$ cat src/rtl/segment_descriptor_loader.sv
// segment_descriptor_loader
//   Fills the six-entry segment descriptor cache (0=CS 1=SS 2=DS 3=ES 4=FS
//   5=GS). A real-mode load synthesises a flat 64 KiB descriptor from the
//   selector. A protected-mode load validates the selector against the
//   GDT/LDT limit, fetches the 8-byte descriptor as two 32-bit reads, checks
//   the present bit and caches it.
//
//   Optional feature macro: SEGMENT_ACCESSED_WRITEBACK_EN
//     When defined, a descriptor fetched with A=0 has its high dword written
//     back to memory with A set, and is cached with A=1. When undefined,
//     mem_req_write is tied to 0 and descriptors are cached exactly as read.
//
// Ports
//   clk, rst_n                 clock, async active-low reset
//   load_valid/load_ready      segment load handshake (ready only in IDLE)
//   load_segment_index         target cache entry (6,7 -> limit fault)
//   load_selector              index[15:3], TI[2], RPL[1:0]
//   protected_mode             selects real/protected behaviour at acceptance
//   gdt_base/gdt_limit         global descriptor table base / inclusive limit
//   ldt_base/ldt_limit         local descriptor table base / inclusive limit
//   mem_req_*                  single-outstanding 32-bit memory request port
//   mem_rsp_valid/mem_rsp_data read data / write acknowledge
//   segment_descriptor         the six cached descriptors
//   done_valid                 one-cycle completion pulse
//   done_fault, fault_code     0=none 1=limit 2=null selector 3=not present
//
// state     | meaning
// ----------+--------------------------------------------------------------
// IDLE      | ready for a load; real-mode loads complete directly from here
// CHECK     | null-selector and table-limit validation
// READ_LO   | low dword read request held until accepted
// WAIT_LO   | waiting for low dword data
// READ_HI   | high dword read request held until accepted
// WAIT_HI   | waiting for high dword data
// EVAL      | present-bit check; cache or start accessed-bit writeback
// WRITEBACK | high dword write (A set) held until accepted
// WAIT_WB   | waiting for the write acknowledge
// DONE      | done_valid pulse, cache entry already updated

module segment_descriptor_loader (
    input  logic        clk,
    input  logic        rst_n,
    input  logic        load_valid,
    output logic        load_ready,
    input  logic [2:0]  load_segment_index,
    input  logic [15:0] load_selector,
    input  logic        protected_mode,
    input  logic [31:0] gdt_base,
    input  logic [31:0] ldt_base,
    input  logic [31:0] gdt_limit,
    input  logic [31:0] ldt_limit,
    output logic        mem_req_valid,
    input  logic        mem_req_ready,
    output logic [31:0] mem_req_address,
    output logic        mem_req_write,
    output logic [31:0] mem_req_wdata,
    input  logic        mem_rsp_valid,
    input  logic [31:0] mem_rsp_data,
    output logic [63:0] segment_descriptor [6],
    output logic        done_valid,
    output logic        done_fault,
    output logic [1:0]  fault_code
);

    typedef enum logic [3:0] {
        IDLE, CHECK, READ_LO, WAIT_LO, READ_HI, WAIT_HI,
        EVAL, WRITEBACK, WAIT_WB, DONE
    } state_t;

    state_t      state;
    logic [2:0]  seg_idx;
    logic        sel_null;
    logic [31:0] offset;
    logic [31:0] tbl_base;
    logic [31:0] tbl_limit;
    logic [31:0] desc_lo;
    logic [31:0] desc_hi;
    logic        wb_needed;

`ifdef SEGMENT_ACCESSED_WRITEBACK_EN
    assign wb_needed = ~desc_hi[8];
`else
    assign wb_needed     = 1'b0;
    assign mem_req_write = 1'b0;
    assign mem_req_wdata = 32'h0;
`endif

    // Flat 64 KiB segment at selector*16; CS gets an execute/read code type.
    function automatic logic [63:0] real_mode_desc(input logic [2:0] idx,
                                                   input logic [15:0] sel);
        logic [7:0] access;
        access = (idx == 3'd0) ? 8'h9B : 8'h93;
        return {8'h00, 4'h0, 4'h0, access, 4'h0, sel, 4'h0, 16'hFFFF};
    endfunction

    always_ff @(posedge clk or negedge rst_n) begin
        if (!rst_n) begin
            state           <= IDLE;
            load_ready      <= 1'b0;
            seg_idx         <= 3'd0;
            sel_null        <= 1'b0;
            offset          <= 32'h0;
            tbl_base        <= 32'h0;
            tbl_limit       <= 32'h0;
            desc_lo         <= 32'h0;
            desc_hi         <= 32'h0;
            mem_req_valid   <= 1'b0;
            mem_req_address <= 32'h0;
`ifdef SEGMENT_ACCESSED_WRITEBACK_EN
            mem_req_write   <= 1'b0;
            mem_req_wdata   <= 32'h0;
`endif
            done_valid      <= 1'b0;
            done_fault      <= 1'b0;
            fault_code      <= 2'd0;
            for (int i = 0; i < 6; i++) segment_descriptor[i] <= 64'h0;
        end else begin
            case (state)
                IDLE: begin
                    load_ready <= 1'b1;
                    if (load_valid && load_ready) begin
                        load_ready <= 1'b0;
                        seg_idx    <= load_segment_index;
                        sel_null   <= (load_selector[15:2] == 14'h0);
                        offset     <= {16'h0, load_selector[15:3], 3'b000};
                        tbl_base   <= load_selector[2] ? ldt_base  : gdt_base;
                        tbl_limit  <= load_selector[2] ? ldt_limit : gdt_limit;
                        if (protected_mode) begin
                            state <= CHECK;
                        end else begin
                            state      <= DONE;
                            done_valid <= 1'b1;
                            if (load_segment_index > 3'd5) begin
                                done_fault <= 1'b1;
                                fault_code <= 2'd1;
                            end else begin
                                done_fault <= 1'b0;
                                fault_code <= 2'd0;
                                segment_descriptor[load_segment_index] <=
                                    real_mode_desc(load_segment_index, load_selector);
                            end
                        end
                    end
                end
                CHECK: begin
                    if (seg_idx > 3'd5) begin
                        state      <= DONE;
                        done_valid <= 1'b1;
                        done_fault <= 1'b1;
                        fault_code <= 2'd1;
                    end else if (sel_null) begin
                        state      <= DONE;
                        done_valid <= 1'b1;
                        if (seg_idx < 3'd2) begin
                            done_fault <= 1'b1;
                            fault_code <= 2'd2;
                        end else begin
                            // Null data-segment load is legal: entry becomes not-present.
                            done_fault <= 1'b0;
                            fault_code <= 2'd0;
                            segment_descriptor[seg_idx] <= 64'h0;
                        end
                    end else if (({1'b0, offset} + 33'd7) > {1'b0, tbl_limit}) begin
                        state      <= DONE;
                        done_valid <= 1'b1;
                        done_fault <= 1'b1;
                        fault_code <= 2'd1;
                    end else begin
                        state           <= READ_LO;
                        mem_req_valid   <= 1'b1;
                        mem_req_address <= tbl_base + offset;
                    end
                end
                READ_LO: begin
                    if (mem_req_ready) begin
                        mem_req_valid <= 1'b0;
                        state         <= WAIT_LO;
                    end
                end
                WAIT_LO: begin
                    if (mem_rsp_valid) begin
                        desc_lo         <= mem_rsp_data;
                        mem_req_valid   <= 1'b1;
                        mem_req_address <= mem_req_address + 32'd4;
                        state           <= READ_HI;
                    end
                end
                READ_HI: begin
                    if (mem_req_ready) begin
                        mem_req_valid <= 1'b0;
                        state         <= WAIT_HI;
                    end
                end
                WAIT_HI: begin
                    if (mem_rsp_valid) begin
                        desc_hi <= mem_rsp_data;
                        state   <= EVAL;
                    end
                end
                EVAL: begin
                    if (!desc_hi[15]) begin
                        state      <= DONE;
                        done_valid <= 1'b1;
                        done_fault <= 1'b1;
                        fault_code <= 2'd3;
                    end else if (wb_needed) begin
                        // Address still points at the high dword from READ_HI.
                        state         <= WRITEBACK;
                        mem_req_valid <= 1'b1;
`ifdef SEGMENT_ACCESSED_WRITEBACK_EN
                        mem_req_write <= 1'b1;
                        mem_req_wdata <= desc_hi | 32'h0000_0100;
`endif
                    end else begin
                        state      <= DONE;
                        done_valid <= 1'b1;
                        done_fault <= 1'b0;
                        fault_code <= 2'd0;
                        segment_descriptor[seg_idx] <= {desc_hi, desc_lo};
                    end
                end
                WRITEBACK: begin
                    if (mem_req_ready) begin
                        mem_req_valid <= 1'b0;
`ifdef SEGMENT_ACCESSED_WRITEBACK_EN
                        mem_req_write <= 1'b0;
`endif
                        state         <= WAIT_WB;
                    end
                end
                WAIT_WB: begin
                    if (mem_rsp_valid) begin
                        state      <= DONE;
                        done_valid <= 1'b1;
                        done_fault <= 1'b0;
                        fault_code <= 2'd0;
                        segment_descriptor[seg_idx] <= {desc_hi | 32'h0000_0100, desc_lo};
                    end
                end
                DONE: begin
                    done_valid <= 1'b0;
                    done_fault <= 1'b0;
                    load_ready <= 1'b1;
                    state      <= IDLE;
                end
                default: state <= IDLE;
            endcase
        end
    end

endmodule

$ cat config.mk
export PLATFORM = sky130hd
export DESIGN_NAME = segment_descriptor_loader
export DESIGN_NICKNAME = d
export VERILOG_FILES = /design/src/rtl/segment_descriptor_loader.sv
export SDC_FILE = /design/constraint.sdc
export NUM_CORES = 1
export LEC_CHECK = 0
export BUFFER_PORTS_ARGS = -buffer_cell sky130_fd_sc_hd__clkbuf_2
export CAP_MARGIN = 20
export CORE_ASPECT_RATIO = 1.2
export CORE_MARGIN = 4
export CORE_UTILIZATION = 30
export DETAILED_ROUTE_END_ITERATION = 7
export PLACE_DENSITY = 0.62
export SKIP_LAST_GASP = 1
export SLEW_MARGIN = 20
export SYNTH_ARGS = -nofsm -noshare
export SYNTH_HDL_FRONTEND = slang
export SYNTH_SLANG_ARGS = --single-unit
$ cat constraint.sdc
create_clock -name clk -period 2.25 [get_ports clk]
set_input_delay 0.225 -clock clk [delete_from_list [all_inputs] [get_ports clk]]
set_output_delay 0.225 -clock clk [all_outputs]
set_load 0.02 [all_outputs]
# Word level (Yosys, flattened, before mapping)
# Cells that the tools add are included.
# op_classes
add_sub_neg	3
n_lt_le_gt_ge	8
n_eq_ne	26
n_mux	69
bitwise_logic	4
n_reduce_logical	21
# op_table
op	count
$mux W384	8
$pmux W384 S4	1
$bwmux W384	3
$and A384 B384 Y384	1
$demux W64 S3	2
$not A384 Y384	1
$mux W32	6
$mux W64	2
$pmux W32 S2	1
$mux W4	12
$pmux W4 S9	1
$add A32 B16 Y32	1
$add A32 B3 Y32 const B	1
$gt A17 B32 Y1	1
$ne A2 B2 Y1 const B	15
$mux W1	20
$add A16 B3 Y17 const B	1
$eq A4 B3 Y1 const B	4
$mux W2	8
$reduce_and A5 Y1	3
$logic_not A14 Y1	1
$pmux W1 S5	2
$reduce_and A9 Y1	1
$eq A4 B2 Y1 const B	2
other kinds (23)	33
# word_totals
regBits	571
in_bits	185
out_inout_bits	455

# Depth between registers and ports, before layout
# logic_depth
depth_word	11
ltp_mapped	12
depth_no_buf	11

# Least setup slack after synthesis
# No wires, ideal clock.
# synth_timing
kind	reg2reg
startpoint	register offset[7] (netlist name)
endpoint	register desc_lo[10]
arrival_time_ns	2.331
slack_ns	-0.206
stages_incl_launch_ff	11
synth_period_minus_slack_ns	2.456
path_cell_list	dfrtp_1 ha_1 nand3_1 o21bai_1 a311oi_1 nor4_1 o21a_1 buf_4 nand2_4 buf_2 mux2_2
# synth_rtl
item	line_no	source
end signal: assignment	182	desc_lo <= mem_rsp_data;
end: declaration	76	logic [31:0] desc_lo;

==> flow_summary.yaml <==
status:
  status: "complete, but fails checks"
  violations: "setup timing"
setup_path:
  reg2reg_depth: 9
  cp_data_arrival_time_ns: 3.02
  cpPeakStageDelay_ns: 0.41
  critPathRequiredTime_ns: 2.75
  timing.rr.start: "offset[14]"
  worstReg2RegEnd: "desc_lo[8]"
  endpoint_kind: "register"
  worstSetupStartpointType: "register"
  path_class: "register to register"
  rrSetupSlack_ns: -0.27
  cp_slowest_cell: "dfrtp_1"
  cp_cell_sequence: "ha_4, nand4_1, buf_4, a311oi_4, nor4_2, o21a_2, nand2_8, clkbuf_16, mux2_2"
  cp_max_fo: 8
synthesis:
  yosysSeqAreaShare_pct: 56.6
  yosysUniqueCellTypes: 86
  ys_async_sr_fraction_pct: 100
  synthXorXnorAreaFrac_pct: 0.728
  synthesis.area_mm2: 0.0252
  synth_edf_count: 0
  avgSynthCellArea_um2: 11.0
  synth_flop_cell: "dfrtp_1"
  synth-seq-cells: 571
  syn_inst: 2293
  yosys.area_share.adder_pct: 1.42
  synth_compound_area_share_pct: 20.2
  yosys-top-cells-area: "dfrtp_1 57%, a21oi_1 4.5%, a22o_1 4.3%"
  ys_warn_count: 0
  synth_area_leader_cell: "dfrtp_1"
  synth_top_family_by_area: "compound AO/OA/AOI/OAI gates"
  synth_top_area_share_pct: 56.6
  synth-simple-area-share_pct: 10.0
  muxShareOfSynthArea_pct: 6.23
die:
  die_w_um: 273
  io_pins: 640
  core.rowCount: 116
  dieArea_mm2: 0.0889
  core_area_mm2: 0.0835
  start_util_pct: 30.3
  die_h_um: 326
timing:
  period_share_pct: 112
  max_freq_ghz: 0.396
  max-slew-margin-rel_pct: 58.3
  rsz0062_at_grt: "true"
  setup_viol: 416
  final_max_slew_viol_count: 0
  layout_min_cycle_time_ns: 2.52
  setup_slack_ns: -0.274
  finClkSkew_ns: 0.0359
  hold_viol: 0
  worst_pin_slew_ns: 0.621
final_layout:
  drive_above_1_share_pct: 47.7
  syn2layout_area_growth_pct: 60.6
  final_common_cell: "clkbuf_2"
  fin_cells: 4570
  layout_common_cells: "604 x clkbuf_2, 566 x dfrtp_1, 211 x buf_4, 150 x dlygate4sd3_1, 144 x nor2_1"
  fin_nets: 3601
grt:
  grt_use_total_pct: 23.8
  grt_max_degree: 76
  grt_pass1_vias: 23644
  grt_pass1_wl_um: 160000
  antenna_found_initial: 15
  grt-ovfl-total: 0
detailed_routing:
  vias_per_cell: 5.38
  dr.pass1.iters: 5
  vias: 24602
  post-route-drc-count: 0
  ant_nets: 0
  routed_wirelength_um: 120000
  wl_per_cell_um: 26.2
  initialDrtViolationCount: 2308
job:
  max_cap_viol_count: 0
placed_design:
  dpl.hpwl_um: 75500
  io_buffers: 606
  gp_congestion: 0.865
  dp.cells: 4100
cts:
  clkTransAtPathRegs_ns: 0.06
  cts_buffers: 66
  clk_latency_ns: 0.63
  htree_levels: 3
  cts_buffer_depth: 3
  clkSinkCount: 571
  cts_tree: "yes"
  cts_root_buf: "clkbuf_16"
power:
  powerDensity_mw_per_mm2: 1470
  vdd_drop_max_uv: 861
  leakage_nw: 18.6
  power_mw: 59.8
worst_hold_path:
  hold_path_end: "tbl_limit[9]"
  min_path_cells: 3
  min_from: "ldt_limit[9]"
  hold_path_class: "primary input to register"
## metrics by stage
step                util (%)  cell area, um2  setup WS, ns  hold slack (ns)  TNS, ns
global placement        37.8           31500        -0.359            0.233   -53.97
global route            48.6           40500        -0.361          0.00908   -84.71
detailed placement      37.8           31500        -0.342            0.233   -64.40
CTS                     45.1           37600        -0.241         0.000190   -49.42
floorplan                  -           25500       -0.0128          -0.0706   -0.246
finish                  48.6           40600        -0.274          0.00587   -59.64
## repair_timing
action                     4_1_cts  5_1_grt
gates cloned                    30       46
hold endpoints to repair       224        0
hold buffers                   150        0
setup endpoints to repair      459      503
resized for setup              203      471
pin swaps                       71      197
buffers inserted                83       55
## synth_stat cells, types with 9 or more instances
cell,instances
nor4_1,12
o21ai_0,99
a22oi_1,90
ha_1,27
a2bb2oi_1,22
nand4_1,19
a31oi_1,16
and3_1,14
mux2i_1,66
clkbuf_1,67
o2bb2ai_1,17
nand3_1,26
a21oi_1,227
xor2_1,9
buf_6,19
nor3_1,17
nor2_1,222
inv_1,24
o21ai_1,28
a22o_1,124
buf_2,40
a21o_1,11
nand2_1,181
nand2b_1,10
dfrtp_1,571
buf_1,17
and2_1,10
mux2_2,81
a32o_1,36
xnor2_1,12
buf_4,47
## worst max path at each step
stage,startpoint,cells after the start,slack (ns),endpoint
after detailed placement,tbl_limit[30],8,-0.34,desc_lo[5]
after CTS,offset[14],12,-0.24,mem_req_address[20]
after global routing,tbl_base[4],9,-0.36,mem_req_address[26]
final,offset[14],9,-0.27,desc_lo[8]
after floorplan,offset[5],9,-0.01,mem_req_address[20]
after global placement,tbl_limit[28],8,-0.36,desc_lo[6]
## routing by layer
metal	wire length (um)	GRT usage, %	part of all wire [%]
met5	100	0	0.084
met2	57900	40.4	48
met3	10500	5.64	8.8
met1	44200	29.2	37
met4	7010	9.91	5.9
## area by class of cell
cell class / instances / area, um2
flip-flops and latches: 571 / 14300
clock buffers: 94 / 1920
diodes: 8 / 20.0
inverters: 25 / 98.8
well taps: 1121 / 1400
repair buffers: 1188 / 10300
clock inverters: 27 / 352
fillers: 7363 / 42900
multi-input cells: 1536 / 12200
## logic make-up (layout without fill, tap and decap cells)
family                   count (synthesis)  after routing
buffers and inverters                  220           1334
XOR/XNOR                                21             21
AND/OR/NAND/NOR                        557            558
other                                    1             41
multiplexers                           147            147
AO/OA/AOI/OAI                          748            749
flip-flops                             571            571
adder cells (fa/ha/maj)                 28             28
## report_power, final
group	switching, mW	leakage [nW]	internal, mW	total (mW)
logic	16.7	10.4	14.3	31.0
registers	3.73	7.10	13.6	17.3
clock network	4.73	1.11	6.70	11.4
## critical path, delay by kind of cell, from the launching register on
family,cells,cell delay [ns]
AO/OA/AOI/OAI,2,0.54
adder cells (fa/ha/maj),1,0.29
AND/OR/NAND/NOR,3,0.44
buffers and inverters,2,0.39
multiplexers,1,0.33
flip-flops,1,0.41
Note: power is estimated with default switching activity, not from simulation.
